$ cat src/rtl/m_phy_lane_s2p.sv
// m_phy_lane_s2p: receive-side serial-to-parallel converter for one M-PHY lane.
// It takes one line bit per enabled clock, MSB (bit 9) first, and hunts for a
// K28.5 comma to find the symbol boundary. Once locked, it emits one 10-bit
// symbol every ten accepted bits. Repeated commas that land off the locked
// boundary force a return to the hunt.
//
// Ports:
//   clk           receive bit clock, rising edge
//   reset         asynchronous active-low reset
//   enable        qualifies serial_in; one bit is accepted per enabled clock
//   serial_in     received line bit
//   align_en      permits comma acquisition while hunting
//   parallel_out  recovered symbol; bit 9 is the first bit received
//   valid         one-cycle pulse; parallel_out was updated this cycle
//   comma_det     qualifies valid; the emitted symbol is a comma
//   aligned       high while locked

module m_phy_lane_s2p #(
    parameter logic [9:0]  COMMA_NEG      = 10'h0FA,
    parameter logic [9:0]  COMMA_POS      = 10'h305,
    parameter int unsigned MISALIGN_LIMIT = 2
) (
    input  logic       clk,
    input  logic       reset,
    input  logic       enable,
    input  logic       serial_in,
    input  logic       align_en,
    output logic [9:0] parallel_out,
    output logic       valid,
    output logic       comma_det,
    output logic       aligned
);

    typedef enum logic [0:0] {StHunt, StLocked} state_e;

    state_e     state_q, state_d;
    logic [8:0] sh_q, sh_d;          // only nine history bits are needed
    logic [3:0] bit_cnt_q, bit_cnt_d;
    logic [3:0] misalign_q, misalign_d;
    logic [9:0] par_q, par_d;
    logic       valid_q, valid_d;
    logic       comma_q, comma_d;

    logic [9:0] window;
    logic       is_comma;
    logic [3:0] misalign_inc;

    assign window       = {sh_q, serial_in};
    assign is_comma     = (window == COMMA_NEG) || (window == COMMA_POS);
    assign misalign_inc = misalign_q + 4'd1;

    always_comb begin
        state_d    = state_q;
        sh_d       = sh_q;
        bit_cnt_d  = bit_cnt_q;
        misalign_d = misalign_q;
        par_d      = par_q;
        valid_d    = 1'b0;
        comma_d    = 1'b0;

        if (enable) begin
            sh_d = window[8:0];
            unique case (state_q)
                StHunt: begin
                    if (align_en && is_comma) begin
                        par_d      = window;
                        valid_d    = 1'b1;
                        comma_d    = 1'b1;
                        bit_cnt_d  = 4'd0;
                        misalign_d = 4'd0;
                        state_d    = StLocked;
                    end
                end
                StLocked: begin
                    if (bit_cnt_q == 4'd9) begin
                        par_d     = window;
                        valid_d   = 1'b1;
                        comma_d   = is_comma;
                        bit_cnt_d = 4'd0;
                        if (is_comma) begin
                            misalign_d = 4'd0;
                        end
                    end else begin
                        bit_cnt_d = bit_cnt_q + 4'd1;
                        if (is_comma) begin
                            // Comma away from the boundary: count toward relock.
                            if (misalign_inc == 4'(MISALIGN_LIMIT)) begin
                                state_d    = StHunt;
                                misalign_d = 4'd0;
                                bit_cnt_d  = 4'd0;
                            end else begin
                                misalign_d = misalign_inc;
                            end
                        end
                    end
                end
                default: state_d = StHunt;
            endcase
        end
    end

    always_ff @(posedge clk or negedge reset) begin
        if (!reset) begin
            state_q    <= StHunt;
            sh_q       <= '0;
            bit_cnt_q  <= '0;
            misalign_q <= '0;
            par_q      <= '0;
            valid_q    <= 1'b0;
            comma_q    <= 1'b0;
        end else begin
            state_q    <= state_d;
            sh_q       <= sh_d;
            bit_cnt_q  <= bit_cnt_d;
            misalign_q <= misalign_d;
            par_q      <= par_d;
            valid_q    <= valid_d;
            comma_q    <= comma_d;
        end
    end

    assign parallel_out = par_q;
    assign valid        = valid_q;
    assign comma_det    = comma_q;
    assign aligned      = (state_q == StLocked);

endmodule

$ cat config.mk
export PLATFORM = sky130hd
export DESIGN_NAME = m_phy_lane_s2p
export DESIGN_NICKNAME = d
export VERILOG_FILES = /design/src/rtl/m_phy_lane_s2p.sv
export SDC_FILE = /design/constraint.sdc
export NUM_CORES = 1
export LEC_CHECK = 0
export CORE_MARGIN = 2
export CORE_UTILIZATION = 50
export CTS_CLUSTER_DIAMETER = 200
export DETAILED_ROUTE_END_ITERATION = 8
export PLACE_DENSITY = 0.73
export SETUP_SLACK_MARGIN = 0.5
export SLEW_MARGIN = 15
export SYNTH_ARGS = -nofsm -noshare
export SYNTH_HDL_FRONTEND = slang
export SYNTH_SLANG_ARGS = --single-unit
export TNS_END_PERCENT = 1
$ cat constraint.sdc
create_clock -name clk -period 3.61 [get_ports clk]
set_input_delay 0.722 -clock clk [delete_from_list [all_inputs] [get_ports clk]]
set_output_delay 0.722 -clock clk [all_outputs]
set_load 0.02 [all_outputs]
==> results.yml <==
power:
  leakage_nw: 0.784
  ir_drop_v: 0.000530
  power_density_mw_per_mm2: 589
  power.total_w: 0.00101
layout:
  layout.nets: 147
  final_area_sq_mm: 0.00172
  syn_to_final_growth_pct: 17.9
  drive_gt1_share_pct: 19.4
  diodes: 0
placement:
  port_buffers: 17
  dpl-instance-area_sq_mm: 0.00166
  dpl.hpwl_mm: 1.89
  routabilityCongestion: 0.793
clock_tree:
  cts-hold-fix-buffers: 0
  cts.sinks: 30
  clock_latency_ps: 340
  cts_made_buffers: 5
  clk_pin_slew_worst_paths_ps: 90
  ctsResizeCount: 0
  cts_root_buffer: "clkbuf_4"
  postCtsSetupBuffers: 0
  cts_tree: "yes"
  clock_path_buffers: 2
  htreeDepth: 2
drt:
  routed_wl_mm: 2.63
  routedWlPerCell_um: 15.5
  drtIter0Drc: 18
  vias: 990
  final_antenna_net_count: 0
  first_pass_iters: 4
  viasPerCell: 5.82
  drc_errors: 0
worst_setup_path:
  crit_path_start_kind: "primary input"
  crit_family: "simple AND/OR/NAND/NOR gates"
  cpPeakStageDelay_ps: 500
  end_kind: "flip-flop"
  path_cells: "clkdlybuf4s50_1 > buf_4 > and2_1 > nand4_1 > nand3_2 > and2_1 > mux2_2"
  cp_slowest_cell: "and2_1"
  cp_common_cell: "and2_1"
  path_max_fanout: 12
  worstPathArrival_ps: 2750
  critical_path_required_ps: 3830
  worst-path-buf-inv: 2
  criticalPathCategory: "primary input to flip-flop"
floorplanning:
  die_height_um: 58.0
  std_cell_rows: 19
  start_util_pct: 52.9
  ioPinCount: 18
  die_w_um: 58.0
  die_area_sq_mm: 0.00336
  core_area_sq_mm: 0.00276
yosys:
  ys_ff_latch: 30
  syn_nets: 124
  yosysWarnings: 0
  synth_top_cell_by_area: "dfrtp_1"
  synth_top_cell_area_share_pct: 51.5
  netlist_top_cells_area: "dfrtp_1 52%, mux2_2 9.3%, mux2_1 6.2%"
  syn_area_sq_mm: 0.00146
  syn_inst: 115
  yosysUniqueCellTypes: 34
  synth_area_per_cell_sq_um: 12.7
  ys_seq_area_share_pct: 51.5
global_routing:
  grt-ovfl-total: 0
  antenna_found_initial: 0
  grt_pass1_wl_mm: 4.71
  grt.total_usage_pct: 18.9
  grt_max_degree: 31
  grt_pass1_vias: 1025
sta:
  setup_viol_count_final: 0
  finalCritPeriodShare_pct: 69.9
  tns_ps: 0
  skew_ps: 16.2
  max_freq_ghz: 0.396
  grt_setup_unrepaired: "no"
  period_needed_ps: 2520
  hold_viol: 0
  worst_pin_slew_ps: 543
  slew-limit-headroom_pct: 63.8
  slew_violations: 0
flow_run:
  drv_cap: 0
min_path:
  worstHoldPathType: "flip-flop to flip-flop"
run_status:
  outcome: "finished clean"
layout make-up:
class / instances / area (sq um)
Tap cell: 31 / 38.8
Timing Repair Buffer: 19 / 185
Clock inverter: 1 / 5.00
Inverter: 4 / 15.0
Multi-Input combinational cell: 78 / 669
Sequential cell: 30 / 751
Fill cell: 227 / 1040
Clock buffer: 7 / 55.1
per-stage QoR:
step	utilization (%)	cells	hold WS, ps	worst slack, ps
global route	62.3	170	529	936
floorplan	-	115	426	1600
global placement	60.2	162	471	805
finish	62.3	170	495	1090
detailed placement	60.2	162	478	718
CTS	62.3	170	500	1070
metal layers:
layer	track usage [%]	wire [um]	up-vias
li1	-	-	473
met3	6.03	93	6
met1	22.4	1180	497
met5	0	0	-
met4	7.64	42	0
met2	32.0	1320	14
sequential cells by signal, indices dropped and copies added (netlist names):
name          flops
misalign_q        4
aligned           1
comma_det         1
bit_cnt_q         4
valid             1
sh_q              9
parallel_out     10
report_power, final:
group	internal (W)	total, W	switching, W
Clock	0.0000942	0.000212	0.000117
Combinational	0.000166	0.000308	0.000142
Sequential	0.000425	0.000492	0.0000676
Total	0.000685	0.00101	0.000327
logic make-up after synthesis:
kind of cell             Yosys count  synth area share (%)
buffers and inverters              7                  2.57
multiplexers                      20                  15.5
AND/OR/NAND/NOR                   36                  17.6
adder cells (fa/ha/maj)            4                  3.43
flip-flops                        30                  51.5
AO/OA/AOI/OAI                     18                  9.44
cell usage after synthesis:
cell / instances
a21boi_0: 2
a21boi_1: 1
a32o_1: 2
and2_1: 3
and3_1: 1
and3_4: 2
and3b_1: 1
and4bb_1: 4
buf_6: 1
clkbuf_1: 1
clkbuf_4: 1
dfrtp_1: 30
ha_1: 4
inv_1: 4
mux2_1: 8
mux2_2: 12
nand2_1: 3
nand3_1: 2
nand3_2: 1
nand3b_1: 2
nand4_1: 2
nor2_1: 6
nor2b_1: 2
nor3_1: 1
o211ai_1: 1
o21a_4: 1
o21ai_0: 3
o21ai_1: 2
o21ai_2: 1
o311ai_1: 1
o31ai_1: 4
or2_2: 1
or4_1: 2
or4b_1: 3
final timing paths:
path / from / end / slack [ps] / depth (start not counted)
max reg2reg: sh_q[1] / parallel_out[6] / 1530 / 5
max in group asynchronous: reset / aligned / 2570 / 2
min: parallel_out[2] / parallel_out[2] / 490 / 1
min reg2reg: parallel_out[2] / parallel_out[2] / 490 / 1
min in group asynchronous: reset / parallel_out[0] / 750 / 2
max: enable / parallel_out[6] / 1090 / 7
cell usage in the layout, fill, tap and decap left out, types with 3 or more instances in the layout:
master,n
nand2_1,3
nor2_1,6
and4bb_1,4
o31ai_1,4
mux2_2,12
or4b_1,3
dfrtp_1,30
inv_1,4
mux2_1,8
clkbuf_4,5
o21ai_0,3
clkdlybuf4s50_1,17
ha_1,4
and2_1,3
No activity file was read; power rests on OpenSTA's default activity.
